$ cat src/rtl/dmem_responder.sv
// -----------------------------------------------------------------------------
// dmem_responder
//
// Memory-side responder for the MEM-stage data port. A load or store is
// accepted in IDLE. It is held for LATENCY BUSY cycles and is then reported
// with a one-cycle rvalid pulse (DONE). The pipeline is frozen through stall
// from the accept cycle until the last BUSY cycle.
//
// Optional feature (macro DMEM_ALIGN_CHECK_EN):
//   When the macro is defined, a misalign output is added. Accesses whose
//   byte address is not word aligned are suppressed: there is no RAM write
//   and rdata is cleared. misalign pulses together with rvalid.
//
// Parameters:
//   ADDR_W   log2 of RAM depth in 32-bit words
//   LATENCY  BUSY cycles per access, legal range 1..15
//
// Ports:
//   clk       clock, rising edge
//   reset     synchronous, active-high reset
//   memread   load request
//   memwrite  store request (wins when both strobes are high)
//   addr      byte address; word index is addr[ADDR_W+1:2]
//   wdata     store data
//   rdata     registered load data, held until the next completed read
//   rvalid    one-cycle pulse when an access completes
//   stall     pipeline freeze request
//   misalign  misaligned-access flag (DMEM_ALIGN_CHECK_EN only)
//
// Handshake: a request is taken when the block is IDLE and memread|memwrite
// is high. The requester keeps its strobes up while stall is high. In the
// DONE cycle stall drops and rvalid is high. The request inputs are not
// sampled in that cycle, so the completed request can leave MEM without
// being taken a second time.
// -----------------------------------------------------------------------------
module dmem_responder #(
    parameter int ADDR_W  = 6,
    parameter int LATENCY = 2
) (
    input  logic        clk,
    input  logic        reset,
    input  logic        memread,
    input  logic        memwrite,
    input  logic [31:0] addr,
    input  logic [31:0] wdata,
    output logic [31:0] rdata,
    output logic        rvalid,
    output logic        stall
`ifdef DMEM_ALIGN_CHECK_EN
    ,
    output logic        misalign
`endif
);

    typedef enum logic [1:0] {
        IDLE = 2'd0,
        BUSY = 2'd1,
        DONE = 2'd2
    } state_t;

    localparam logic [3:0] CNT_INIT = 4'(LATENCY - 1);

    state_t            state_q;
    state_t            state_d;
    logic              req;
    logic              accept;
    logic              access_now;
    logic              suppress;
    logic [3:0]        cnt_q;
    logic [ADDR_W-1:0] idx_q;
    logic [31:0]       wdata_q;
    logic              op_write_q;
    logic [31:0]       mem [0:(2**ADDR_W)-1];

    // Address bits above the RAM index alias onto the same words.
    logic              unused_addr_bits;
    assign unused_addr_bits = ^{addr[31:ADDR_W+2], addr[1:0]};

    assign req        = memread | memwrite;
    assign accept     = (state_q == IDLE) && req;
    assign access_now = (state_q == BUSY) && (cnt_q == 4'd0);

`ifdef DMEM_ALIGN_CHECK_EN
    logic mis_q;
    assign suppress = mis_q;
`else
    assign suppress = 1'b0;
`endif

    // State register
    always_ff @(posedge clk) begin
        if (reset) state_q <= IDLE;
        else       state_q <= state_d;
    end

    // Next-state logic
    always_comb begin
        state_d = state_q;
        case (state_q)
            IDLE:    if (req) state_d = BUSY;
            BUSY:    if (cnt_q == 4'd0) state_d = DONE;
            DONE:    state_d = IDLE;
            default: state_d = IDLE;
        endcase
    end

    // Output logic. stall is raised in the accept cycle itself, so the MEM
    // stage freezes before the next edge.
    always_comb begin
        stall  = 1'b0;
        rvalid = 1'b0;
        case (state_q)
            IDLE:    stall  = req;
            BUSY:    stall  = 1'b1;
            DONE:    rvalid = 1'b1;
            default: ;
        endcase
    end

`ifdef DMEM_ALIGN_CHECK_EN
    assign misalign = (state_q == DONE) && mis_q;
`endif

    // Request latch, latency counter and read-data register
    always_ff @(posedge clk) begin
        if (reset) begin
            cnt_q      <= 4'd0;
            idx_q      <= '0;
            wdata_q    <= '0;
            op_write_q <= 1'b0;
            rdata      <= 32'd0;
`ifdef DMEM_ALIGN_CHECK_EN
            mis_q      <= 1'b0;
`endif
        end else begin
            if (accept) begin
                idx_q      <= addr[ADDR_W+1:2];
                wdata_q    <= wdata;
                op_write_q <= memwrite;
                cnt_q      <= CNT_INIT;
`ifdef DMEM_ALIGN_CHECK_EN
                mis_q      <= (addr[1:0] != 2'b00);
`endif
            end else if ((state_q == BUSY) && (cnt_q != 4'd0)) begin
                cnt_q <= cnt_q - 4'd1;
            end

            // A suppressed access clears rdata for loads and stores alike.
            // A normal store leaves rdata untouched.
            if (access_now) begin
                if (suppress)         rdata <= 32'd0;
                else if (!op_write_q) rdata <= mem[idx_q];
            end
        end
    end

    // RAM write port. The RAM has no reset. A reset that lands on the access
    // cycle discards the pending store.
    always_ff @(posedge clk) begin
        if (!reset && access_now && op_write_q && !suppress)
            mem[idx_q] <= wdata_q;
    end

endmodule

$ cat config.mk
export PLATFORM = sky130hd
export DESIGN_NAME = dmem_responder
export DESIGN_NICKNAME = d
export VERILOG_FILES = /design/src/rtl/dmem_responder.sv
export SDC_FILE = /design/constraint.sdc
export NUM_CORES = 2
export LEC_CHECK = 0
export CORE_UTILIZATION = 40
export CTS_CLUSTER_DIAMETER = 200
export CTS_CLUSTER_SIZE = 10
export DETAILED_ROUTE_END_ITERATION = 6
export PLACE_DENSITY = 0.61
export SLEW_MARGIN = 20
export SYNTH_ARGS = -nofsm -noshare
export SYNTH_HDL_FRONTEND = slang
export SYNTH_SLANG_ARGS = --single-unit
$ cat constraint.sdc
create_clock -name clk -period 3.85 [get_ports clk]
set_clock_uncertainty 0.2 [all_clocks]
set_input_delay 0.9625 -clock clk [delete_from_list [all_inputs] [get_ports clk]]
set_output_delay 0.9625 -clock clk [all_outputs]
set_load 0.01 [all_outputs]
==> flow_metrics.tcl <==
set metrics [dict create \
    syn-cell-area_mm2 0.0811 \
    antenna_found_initial 8 \
    synth_fp_nets 4382 \
    core_area_mm2 0.200 \
    place_ws_ps 447 \
    setup_tns_ps 0 \
    final_common_cell "edfxtp_1" \
    fillers 16516 \
    cts_max_level 4 \
    wire_per_inst_um 31.5 \
    die_h_um 452 \
    grt_max_degree 122 \
    seq_power_share 0.524 \
    maxCapViolCount 0 \
    grt-ovfl-total 0 \
    die_x_um 452 \
    critPathMaxFanout 29 \
    crit_buf_inv 2 \
    switching_share 0.238 \
    final_layout_size_suffix_gt1_frac 0.197 \
    crit_type "register to register" \
    area_growth_pct 16.6 \
    endpoint_kind "register" \
    r2r-end "rdata[1]" \
    ys_seq_area_frac 0.778 \
    clockRootBuffer "clkbuf_16" \
    io_buffers 75 \
    p_switching_mw 12.0 \
    clockBufferDepth 3 \
    drt_pass1_iterations 6 \
    final_cell_mix "2,048 x edfxtp_1, 384 x mux2i_1, 236 x buf_4, 235 x a221oi_1, 230 x clkbuf_16" \
    hold_buffers 0 \
    path_delay_family "compound AO/OA/AOI/OAI gates" \
    cts_tree "done" \
    comb_power_share 0.084 \
    p_clk_frac 0.392 \
    async_flop_share 0 \
    start_kind "register" \
    setup_ws_ps 327 \
    pin_count 102 \
    cts_resized 0 \
    cts_setup_buffers 0 \
    cts.clk_slew.worst_paths_ps 60 \
    rows 164 \
    worstReg2RegStart "idx_q[0]" \
    drc 0 \
    rsz0062_at_grt "false" \
    synth.distinct_cells 67 \
    p_leak_nw 29.6 \
    r2r_cells 7 \
    vias 44722 \
    slowest_delay_ps 860 \
    grt_usage 0.227 \
    maxSlewViolCount 0 \
    period_needed_ps 3520 \
    synthCells 4313 \
    hpwlAfterDp_mm 142 \
    fmax_mhz 284 \
    postRouteAntennaNets 0 \
    regToRegSetupSlack_ps 330 \
    cp_data_arrival_time_ps 4080 \
    place_congestion 0.850 \
    synth_warnings 0 \
    drt-total-wl_mm 235 \
    path_common_cell "buf_4" \
    cp.depth 7 \
    synth.ff_latch_count 2125 \
    die_area_mm2 0.204 \
    drtIter0Drc 5819 \
    ir_worst_vdd_v 0.000437 \
    slew_headroom 0.192 \
    path_cells "buf_4 -> nand2b_1 -> nor2_1 -> buf_4 -> a222oi_1 -> o22ai_1 -> o31a_1" \
    cts_buffers 230 \
    hold_viol_final 0 \
    crit_end "rdata[1]" \
    cp_slowest_cell "dfxtp_4" \
    nets 4734 \
    setup_viol 0 \
    syn_avg_cell_area_um2 18.8 \
    routed_via_density 5.99 \
    outcome "finished, final reports clean" \
    worstMarginPinSlew_ps 1210 \
    post-route-period-util 0.915 \
    grt_first_pass_wirelength_mm 329 \
    ys_dominant_reg_cell "edfxtp_1" \
    cts.sinks 2125 \
    grt_pass1_vias 43421 \
    initial_core_util 0.404 \
    p_int_mw 38.3 \
    power.density_mw_per_mm2 532 \
    min_path_type "primary input to register" \
    synth_edf_count 2048 \
    startpoint "idx_q[0]" \
    cp.required_ps 4410 \
    clock_latency_ps 880 \
]
worst register-to-register path: stages (launching register included):
cell and delay, ps:
dfxtp_4 860, buf_4 330, nand2b_1 560, nor2_1 120
buf_4 240, a222oi_1 630, o22ai_1 170, o31a_1 310
worst min path at each step:
stage,from,endpoint,cells past startpoint
2_1_floorplan,op_write_q,op_write_q,2
3_3_place_gp,cnt_q[1],cnt_q[1],2
3_5_place_dp,cnt_q[3],cnt_q[3],2
4_1_cts,reset,idx_q[2],2
5_1_grt,reset,wdata_q[30],2
6_report,reset,idx_q[0],2
logic make-up (layout without fill, tap and decap cells):
| family | count (synthesis) | after routing | synth area share |
|---|---|---|---|
| AO/OA/AOI/OAI | 808 | 808 | 0.0736 |
| XOR/XNOR | 3 | 3 | 0.000324 |
| adder cells (fa/ha/maj) | 1 | 1 | 0.000154 |
| buffers and inverters | 297 | 787 | 0.0200 |
| flip-flops | 2125 | 2125 | 0.778 |
| multiplexers | 599 | 599 | 0.103 |
| other | 0 | 1 | 0 |
| AND/OR/NAND/NOR | 480 | 480 | 0.0253 |
per-layer routing:
metal / global-route usage / vias up / part of all wire / wire (um)
met5: 0 / - / 0.00015 / 35
li1: - / 18514 / - / -
met4: 0.0760 / 6 / 0.031 / 7220
met1: 0.306 / 23565 / 0.39 / 92600
met2: 0.369 / 2273 / 0.48 / 114000
met3: 0.0458 / 364 / 0.091 / 21500
power by group through the flow:
stage                     Sequential (mW)  Clock [mW]  Combinational, mW
after detailed placement             26.8           0               4.19
after floorplan                      26.6           0               2.28
after global routing                 26.3        20.8               4.44
final                                26.3        19.7               4.25
after global placement               26.8           0               4.14
after CTS                            26.3        19.9               4.20
per-stage QoR:
stage | util | instances | hold slack (ps) | area [um2] | power [mW]
final | 0.472 | 7460 | 184 | 94500 | 50.3
after global routing | 0.472 | 7459 | 165 | 94500 | 51.5
after CTS | 0.472 | 7459 | 126 | 94500 | 50.4
after detailed placement | 0.439 | 7089 | 328 | 88000 | 31.0
after global placement | 0.439 | 7088 | 310 | 88000 | 30.9
after floorplan | - | 4313 | 273 | 81100 | 28.9
cells in the mapped netlist, drive strengths merged, types with 7 or more instances:
library cell  instances  share of area
a211oi               12         0.0011
a21oi               105         0.0065
a221oi              242          0.027
a22o                 12         0.0013
a22oi               157          0.015
a311oi                8        0.00086
a31oi                26         0.0020
and3                 12        0.00093
buf                 204          0.016
clkbuf               87         0.0040
dfxtp                77          0.019
edfxtp             2048           0.76
mux2                 30         0.0042
mux2i               384          0.047
mux4                185          0.051
nand2               135         0.0063
nand3                48         0.0030
nand4                 7        0.00054
nor2                228          0.011
nor2b                10        0.00077
nor3                 15        0.00099
o21ai                92         0.0057
o221ai               12         0.0013
o22ai                75         0.0058
o31a                 17         0.0018
area by class of cell:
class	count	area, um2	share of cell area
flip-flops and latches	2125	63100	0.667
multi-input cells	1891	17000	0.180
clock buffers	354	6220	0.0658
repair buffers	411	4540	0.0480
well taps	2656	3320	0.0351
clock inverters	16	324	0.00343
inverters	6	32.5	0.000344
diodes	1	2.50	0.0000265
state kept, by name, indices dropped and copies added (netlist names):
signal      count
idx_q           6
wdata_q        32
mem          2048
rdata          32
op_write_q      1
cnt_q           4
state_q         2
No activity file was read; power rests on OpenSTA's default activity.
